`config.mk`:
```
export PLATFORM = sky130hd
export DESIGN_NAME = prog_load_sequencer_flat
export DESIGN_NICKNAME = d
export VERILOG_FILES = /design/src/rtl/prog_load_sequencer_pkg.sv /design/src/rtl/prog_load_sequencer_if.sv /design/src/rtl/prog_load_sequencer_byte_word_packer.sv /design/src/rtl/prog_load_sequencer.sv /design/src/flat_wrapper.sv
export SDC_FILE = /design/constraint.sdc
export NUM_CORES = 1
export LEC_CHECK = 0
export CAP_MARGIN = 20
export CORE_AREA = 2 2 100 102
export CTS_BUF_LIST = sky130_fd_sc_hd__clkbuf_16
export DETAILED_ROUTE_END_ITERATION = 7
export DIE_AREA = 0 0 102 104
export PLACE_DENSITY = 0.81
export SLEW_MARGIN = 20
export SYNTH_ARGS = -nofsm -noshare
export SYNTH_HDL_FRONTEND = slang
export SYNTH_SLANG_ARGS = --single-unit
```
`constraint.sdc`:
```
create_clock -name clk -period 2.16 [get_ports clk]
set_input_delay 0.216 -clock clk [delete_from_list [all_inputs] [get_ports clk]]
set_output_delay 0.216 -clock clk [all_outputs]
set_load 0.03 [all_outputs]
```
`src/rtl/prog_load_sequencer_pkg.sv`:
```
// Shared types and constants for the program-load sequencer: FSM state encoding,
// frame geometry (length prefix and word size) and the word-range helper.
package prog_load_pkg;

  typedef enum logic [2:0] {
    ST_RUN   = 3'd0,
    ST_LEN0  = 3'd1,
    ST_LEN1  = 3'd2,
    ST_DATA  = 3'd3,
    ST_WRITE = 3'd4,
    ST_DONE  = 3'd5
  } state_e;

  localparam int LEN_BYTES  = 2;
  localparam int WORD_BYTES = 4;
  localparam int LEN_W      = 8 * LEN_BYTES;
  localparam int WORD_W     = 8 * WORD_BYTES;
  localparam int BCNT_W     = $clog2(WORD_BYTES);

  // imem and dmem together span 2^(addr_w+1) words; anything above is dropped.
  function automatic logic word_in_range(input logic [LEN_W-1:0] wc, input int addr_w);
    return (wc >> (addr_w + 1)) == '0;
  endfunction

endpackage

```
`src/rtl/prog_load_sequencer_if.sv`:
```
// Bus bundle of the program-load sequencer: UART byte stream, CPU dmem write port
// and the shared imem/dmem write port. The sequencer is the slave side.
interface prog_load_if #(
  parameter int ADDR_W = 14
);

  logic              rx_valid_i;
  logic [7:0]        rx_data_i;
  logic              cpu_wen_i;
  logic [ADDR_W-1:0] cpu_adr_i;
  logic [31:0]       cpu_dat_i;
  logic              imem_wen_o;
  logic              dmem_wen_o;
  logic [ADDR_W-1:0] mem_adr_o;
  logic [31:0]       mem_dat_o;

  modport slave (
    input  rx_valid_i, rx_data_i, cpu_wen_i, cpu_adr_i, cpu_dat_i,
    output imem_wen_o, dmem_wen_o, mem_adr_o, mem_dat_o
  );

  modport master (
    output rx_valid_i, rx_data_i, cpu_wen_i, cpu_adr_i, cpu_dat_i,
    input  imem_wen_o, dmem_wen_o, mem_adr_o, mem_dat_o
  );

endinterface

```
`src/rtl/prog_load_sequencer_byte_word_packer.sv`:
```
// Little-endian 8->32 packer: the first byte of a word lands in word[7:0].
// word_valid flags the byte that completes a word; word holds it from the next cycle.
module byte_word_packer
  import prog_load_pkg::*;
(
  input  logic              clk,
  input  logic              rst,
  input  logic              clr,
  input  logic              byte_valid,
  input  logic [7:0]        byte_data,
  output logic              word_valid,
  output logic [WORD_W-1:0] word
);

  logic [BCNT_W-1:0] cnt_q;
  logic [WORD_W-1:0] word_q;

  // NOTE: sequential state uses non-blocking assignments so every flop samples
  // pre-edge values regardless of process order.
  always_ff @(posedge clk or negedge rst) begin
    if (!rst) begin
      cnt_q  <= '0;
      word_q <= '0;
    end else if (clr) begin
      cnt_q  <= '0;
      word_q <= '0;
    end else if (byte_valid) begin
      word_q <= {byte_data, word_q[WORD_W-1:8]};
      cnt_q  <= cnt_q + BCNT_W'(1);
    end
  end

  assign word_valid = byte_valid && !clr && (cnt_q == BCNT_W'(WORD_BYTES - 1));
  assign word       = word_q;

endmodule

```
`src/rtl/prog_load_sequencer.sv`:
```
// Boot/program-load controller: in RUN the CPU owns the dmem write port; in LOAD the
// CPU is held in reset while UART words fill imem then dmem. Optional macro: PROG_TIMEOUT_EN.
module prog_load_sequencer
  import prog_load_pkg::*;
#(
  parameter int ADDR_W = 14
`ifdef PROG_TIMEOUT_EN
  ,
  parameter int TIMEOUT_CYC = 1 << 24
`endif
) (
  input  logic       clk,
  input  logic       rst,
  input  logic       start_i,
  prog_load_if.slave bus,
  output logic       cpu_rst_n_o,
  output logic       upg_done_o,
  output logic       busy_o,
  output logic       err_o
);

  state_e            state_q, state_d;
  logic              start_s1, start_s2, start_d;
  logic              start_rise;
  logic [LEN_W-1:0]  len_q;
  logic [LEN_W-1:0]  wc_q;
  logic [LEN_W-1:0]  len_full;
  logic              last_word;
  logic              timeout;
  logic              pk_clr, pk_byte, pk_word_valid;
  logic [WORD_W-1:0] pk_word;

  // Two-flop synchroniser plus one delay flop for rising-edge detection.
  always_ff @(posedge clk or negedge rst) begin
    if (!rst) begin
      start_s1 <= 1'b0;
      start_s2 <= 1'b0;
      start_d  <= 1'b0;
    end else begin
      start_s1 <= start_i;
      start_s2 <= start_s1;
      start_d  <= start_s2;
    end
  end

  assign start_rise = start_s2 && !start_d;
  assign len_full   = {bus.rx_data_i, len_q[7:0]};
  assign last_word  = (wc_q + LEN_W'(1)) == len_q;

  // A byte arriving during WRITE becomes byte 0 of the next word.
  assign pk_byte = bus.rx_valid_i && (state_q == ST_DATA || state_q == ST_WRITE);
  assign pk_clr  = (state_q == ST_RUN) || (state_q == ST_DONE);

  byte_word_packer u_packer (
    .clk        (clk),
    .rst        (rst),
    .clr        (pk_clr),
    .byte_valid (pk_byte),
    .byte_data  (bus.rx_data_i),
    .word_valid (pk_word_valid),
    .word       (pk_word)
  );

`ifdef PROG_TIMEOUT_EN
  localparam int TO_W = $clog2(TIMEOUT_CYC);

  logic [TO_W-1:0] idle_q;
  logic            waiting;
  logic            err_q;

  assign waiting = (state_q == ST_LEN0) || (state_q == ST_LEN1) || (state_q == ST_DATA);
  assign timeout = waiting && !bus.rx_valid_i && (idle_q == TO_W'(TIMEOUT_CYC - 1));

  always_ff @(posedge clk or negedge rst) begin
    if (!rst) begin
      idle_q <= '0;
      err_q  <= 1'b0;
    end else begin
      if (waiting && !bus.rx_valid_i) idle_q <= idle_q + TO_W'(1);
      else                            idle_q <= '0;
      if (timeout)                                 err_q <= 1'b1;
      else if (start_rise && state_q == ST_RUN)    err_q <= 1'b0;
    end
  end

  assign err_o = err_q;
`else
  assign timeout = 1'b0;
  assign err_o   = 1'b0;
`endif

  always_ff @(posedge clk or negedge rst) begin
    if (!rst) state_q <= ST_RUN;
    else      state_q <= state_d;
  end

  // NOTE: every combinational output gets a default first so no path infers a latch.
  always_comb begin
    state_d = state_q;
    unique case (state_q)
      ST_RUN:   if (start_rise) state_d = ST_LEN0;
      ST_LEN0: begin
        if (timeout)               state_d = ST_DONE;
        else if (bus.rx_valid_i)   state_d = ST_LEN1;
      end
      ST_LEN1: begin
        if (timeout)               state_d = ST_DONE;
        else if (bus.rx_valid_i)   state_d = (len_full == '0) ? ST_DONE : ST_DATA;
      end
      ST_DATA: begin
        if (timeout)               state_d = ST_DONE;
        else if (pk_word_valid)    state_d = ST_WRITE;
      end
      ST_WRITE: state_d = last_word ? ST_DONE : ST_DATA;
      ST_DONE:  state_d = ST_RUN;
      default:  state_d = ST_RUN;
    endcase
  end

  // Length capture and word counter.
  always_ff @(posedge clk or negedge rst) begin
    if (!rst) begin
      len_q <= '0;
      wc_q  <= '0;
    end else begin
      if (state_q == ST_LEN0 && bus.rx_valid_i) len_q[7:0] <= bus.rx_data_i;
      if (state_q == ST_LEN1 && bus.rx_valid_i) begin
        len_q[15:8] <= bus.rx_data_i;
        wc_q        <= '0;
      end
      if (state_q == ST_WRITE) wc_q <= wc_q + LEN_W'(1);
    end
  end

  always_comb begin
    bus.imem_wen_o = 1'b0;
    bus.dmem_wen_o = 1'b0;
    bus.mem_adr_o  = '0;
    bus.mem_dat_o  = '0;
    cpu_rst_n_o    = (state_q == ST_RUN);
    upg_done_o     = (state_q == ST_RUN);
    busy_o         = (state_q != ST_RUN);
    unique case (state_q)
      ST_RUN: begin
        bus.dmem_wen_o = bus.cpu_wen_i;
        bus.mem_adr_o  = bus.cpu_adr_i;
        bus.mem_dat_o  = bus.cpu_dat_i;
      end
      ST_WRITE: begin
        bus.mem_adr_o = wc_q[ADDR_W-1:0];
        bus.mem_dat_o = pk_word;
        if (word_in_range(wc_q, ADDR_W)) begin
          bus.imem_wen_o = !wc_q[ADDR_W];
          bus.dmem_wen_o = wc_q[ADDR_W];
        end
      end
      default: ;
    endcase
  end

endmodule

```
`src/flat_wrapper.sv`:
```
// flat-port wrapper written by rule: the top's interface ports become plain ports
module prog_load_sequencer_flat import prog_load_pkg::*;
#(
  parameter int ADDR_W = 14

)
  (clk, rst, start_i, cpu_rst_n_o, upg_done_o, busy_o, err_o, bus_rx_valid_i, bus_rx_data_i, bus_cpu_wen_i, bus_cpu_adr_i, bus_cpu_dat_i, bus_imem_wen_o, bus_dmem_wen_o, bus_mem_adr_o, bus_mem_dat_o);
  prog_load_if #(.ADDR_W(ADDR_W)) bus_i ();
  input  logic clk;
  input  logic rst;
  input  logic start_i;
  output logic cpu_rst_n_o;
  output logic upg_done_o;
  output logic busy_o;
  output logic err_o;
  input wire logic [$bits(bus_i.rx_valid_i)-1:0] bus_rx_valid_i;
  input wire logic [$bits(bus_i.rx_data_i)-1:0] bus_rx_data_i;
  input wire logic [$bits(bus_i.cpu_wen_i)-1:0] bus_cpu_wen_i;
  input wire logic [$bits(bus_i.cpu_adr_i)-1:0] bus_cpu_adr_i;
  input wire logic [$bits(bus_i.cpu_dat_i)-1:0] bus_cpu_dat_i;
  output wire logic [$bits(bus_i.imem_wen_o)-1:0] bus_imem_wen_o;
  output wire logic [$bits(bus_i.dmem_wen_o)-1:0] bus_dmem_wen_o;
  output wire logic [$bits(bus_i.mem_adr_o)-1:0] bus_mem_adr_o;
  output wire logic [$bits(bus_i.mem_dat_o)-1:0] bus_mem_dat_o;
  assign bus_i.rx_valid_i = bus_rx_valid_i;
  assign bus_i.rx_data_i = bus_rx_data_i;
  assign bus_i.cpu_wen_i = bus_cpu_wen_i;
  assign bus_i.cpu_adr_i = bus_cpu_adr_i;
  assign bus_i.cpu_dat_i = bus_cpu_dat_i;
  assign bus_imem_wen_o = bus_i.imem_wen_o;
  assign bus_dmem_wen_o = bus_i.dmem_wen_o;
  assign bus_mem_adr_o = bus_i.mem_adr_o;
  assign bus_mem_dat_o = bus_i.mem_dat_o;
  prog_load_sequencer #(.ADDR_W(ADDR_W)) u_core (.clk(clk), .rst(rst), .start_i(start_i), .bus(bus_i), .cpu_rst_n_o(cpu_rst_n_o), .upg_done_o(upg_done_o), .busy_o(busy_o), .err_o(err_o));
endmodule
```
==> impl_metrics.toml <==
[clock_network]
cts_buffer_depth = 2
cts-root-buf = "clkbuf_16"
htree_levels = 3
clock_latency_ns = 0.33
clk_pin_slew_ns = 0.06
cts_tree = "yes"
cts_sinks = 72
cts_inserted_buffers = 9

[global_routing]
grt_pass1_vias = 3579
grt_usage_pct = 21.3
grt_max_degree = 35
grt_pass1_wl_mm = 17.9
grt_overflow = 0
grt_antenna_before_repair = 0

[synth]
synthesis.area_um2 = 3990
seq_area_frac_synth_pct = 45.2
yosysTopAreaCellShare_pct = 45.2
ys_types = 50
syn_nets = 437
syn_inst = 376
synth_area_per_cell_um2 = 10.6
synth_area_leaders = "dfrtp_1 (45%), a22o_1 (17%), mux2_2 (4.5%)"
synth_largest_area_cell = "dfrtp_1"
ys_warn_count = 0
ys_ff_latch = 72

[setup_path]
cp_max_fo = 12
slowest_stage = "dfrtp_2"
critPathLaunchType = "register"
crit_cells = 6
critPathKind = "register to register"
end_kind = "register"
required_ns = 2.36
worst_path_largest_cell_delay_ns = 0.50
worstPathCellList = "nand3_2 -> xnor2_1 -> mux2_1 -> o21a_1 -> a211oi_1 -> o211ai_1"
cp_top_family = "compound AO/OA/AOI/OAI gates"
reg2reg_depth = 6
worstPathArrival_ns = 2.28
critPathBufInv = 0

[detailed_routing]
final_antenna_net_count = 0
drtPass1Iterations = 5
drc_errors = 0
drt_iter0_markers = 420
vias_per_cell = 5.82
vias = 3723
routed_wirelength_mm = 11.7
drt-wirelength-per-cell_um = 18.2

[die]
die_x_um = 102
die_h_um = 104
core.rowCount = 36
core_area_um2 = 9550
initial_core_util_pct = 41.7
io_pins = 111
dieArea_um2 = 10600

[power]
power.leakage_nw = 2.53
pwr_density_cell_nw_per_um2 = 1130
ir_drop_mv = 0.533

[timing]
fin_ws_ns = 0.0769
skew_ns = 0.00302
min_period_ns = 2.08
setup-violations-final = 0
finalHoldViolCount = 0
fmax_ghz = 0.480
report.final.slew_viol_count = 0
setup_tns_ns = 0
period_share_pct = 96.4

[place]
pre_cts_slack_ns = -0.0802
dp_hpwl_mm = 8.11
io_buffer_count = 109
gp_congestion = 0.902

[final_layout]
num_antenna_cells = 0
area_growth_pct = 43.0
final_layout_size_suffix_gt1_share_pct = 29.4
finalNetCount = 563
num-fill-cells = 779

[status]
outcome = "finished clean"

[job]
maxCapViolCount = 0

[worst_hold_path]
min_path_type = "input pin to asynchronous set/reset pin"
-- cell type report --
| class | count | area, µm² | area share [%] |
|---|---|---|---|
| well taps | 133 | 166 | 2.92 |
| clock inverters | 7 | 61.3 | 1.08 |
| repair buffers | 150 | 1370 | 24.1 |
| flip-flops and latches | 72 | 1810 | 31.7 |
| clock buffers | 9 | 225 | 3.95 |
| multi-input cells | 264 | 2050 | 36.0 |
| inverters | 5 | 18.8 | 0.329 |
-- path summary, 6_finish.rpt --
path,start,endpoint,slack [ns]
setup reg to reg,u_core.wc_q[2],u_core.state_q[1],0.08
max in group asynchronous,rst,u_core.wc_q[2],1.22
hold reg to reg,u_core.start_s1,u_core.start_s2,0.36
hold / removal,rst,u_core.u_packer.word[27],0.31
setup / recovery,u_core.wc_q[2],u_core.state_q[1],0.08
min in group clk,start_i,u_core.start_s1,0.34
-- per-layer routing --
metal	GRT usage (%)	wire length, µm	up-vias
li1	-	-	1689
met1	29.2	4860	1845
met2	33.2	5830	168
met3	3.16	740	21
met4	9.71	227	0
met5	0	0	-
-- flip-flops by register name, indices dropped and copies added, names as in the netlist --
name and count:
u_core.len_q 16, u_core.start_d 1, u_core.start_s1 1, u_core.start_s2 1, u_core.state_q 3, u_core.u_packer.cnt_q 2
u_core.u_packer.word 32, u_core.wc_q 16
-- worst reg2reg max path, stage by stage, from the launching register on --
cell,delay [ns]
dfrtp_2,0.50
nand3_2,0.16
xnor2_1,0.24
mux2_1,0.35
o21a_1,0.21
a211oi_1,0.35
o211ai_1,0.14
-- cells in the final DEF, fill, tap and decap left out, types with 3 or more instances in the layout --
cell type        count
a31oi_1              3
xor2_1               8
mux2_2              16
xnor2_1             13
nand3_1              9
inv_6                4
buf_12               4
a22o_1              79
nor2_1              16
a211oi_1             3
nand4_1              6
dfrtp_1             68
o31ai_1              6
dfrtp_2              4
clkbuf_16           10
clkdlybuf4s50_1     57
nor2_4               3
nand2_1             20
a21oi_1              3
o21ai_0             29
inv_1                5
or3_1                4
buf_4               82
and3_1               3
nor3_1               4
-- cell usage after synthesis, drive strengths merged --
master,count
a211oi,4
a21bo,1
a21boi,1
a21oi,3
a22o,79
a311o,1
a31oi,4
and2,1
and3,4
and4,1
buf,24
clkbuf,11
conb,1
dfrtp,72
ha,2
inv,5
mux2,17
nand2,21
nand3,12
nand4,7
nand4b,1
nor2,19
nor2b,2
nor3,7
nor4,6
o211ai,3
o21a,1
o21ai,29
o22ai,1
o31ai,6
o41ai,2
or2,1
or3,4
or4,1
xnor2,14
xor2,8
-- where the power goes --
part           internal [mW]  switching, mW  leakage [nW]  total, mW
combinational           1.34           1.48          1.46       2.82
sequential              1.77          0.428         0.937       2.19
clock                  0.801          0.618         0.135       1.42
total                   3.91           2.52          2.53       6.43
-- timing repair --
item | CTS | global route
hold buffers | 1 | 0
pin swaps | 1 | 2
setup buffers | 3 | 3
gates cloned | 1 | 1
endpoints found under the hold margin | 12 | 0
gates resized for setup | 8 | 7
endpoints found under the setup margin | 36 | 31
-- logic make-up (layout without fill, tap and decap cells) --
logic type,Yosys count,after routing,synth area share [%]
AOI/OAI and AO/OA,135,135,26.2
and+or+nand+nor,87,87,13.5
buffers and inverters,40,171,4.61
DFF,72,72,45.2
other,1,1,0.0941
adders and majority gates,2,2,0.628
xor gates and xnor gates,22,22,5.02
muxes,17,17,4.80
-- through the flow --
step	instance area [µm²]	total power [mW]	std cells	hold slack, ns	util [%]
floorplan	3990	3.87	376	-0.0796	-
CTS	5620	6.40	636	0.323	58.9
finish	5700	6.43	640	0.312	59.7
detailed placement	5240	4.79	615	0.137	54.9
global route	5700	6.73	640	0.351	59.7
global placement	5240	4.69	615	0.131	54.9
Note: power is estimated with default switching activity, not from simulation.
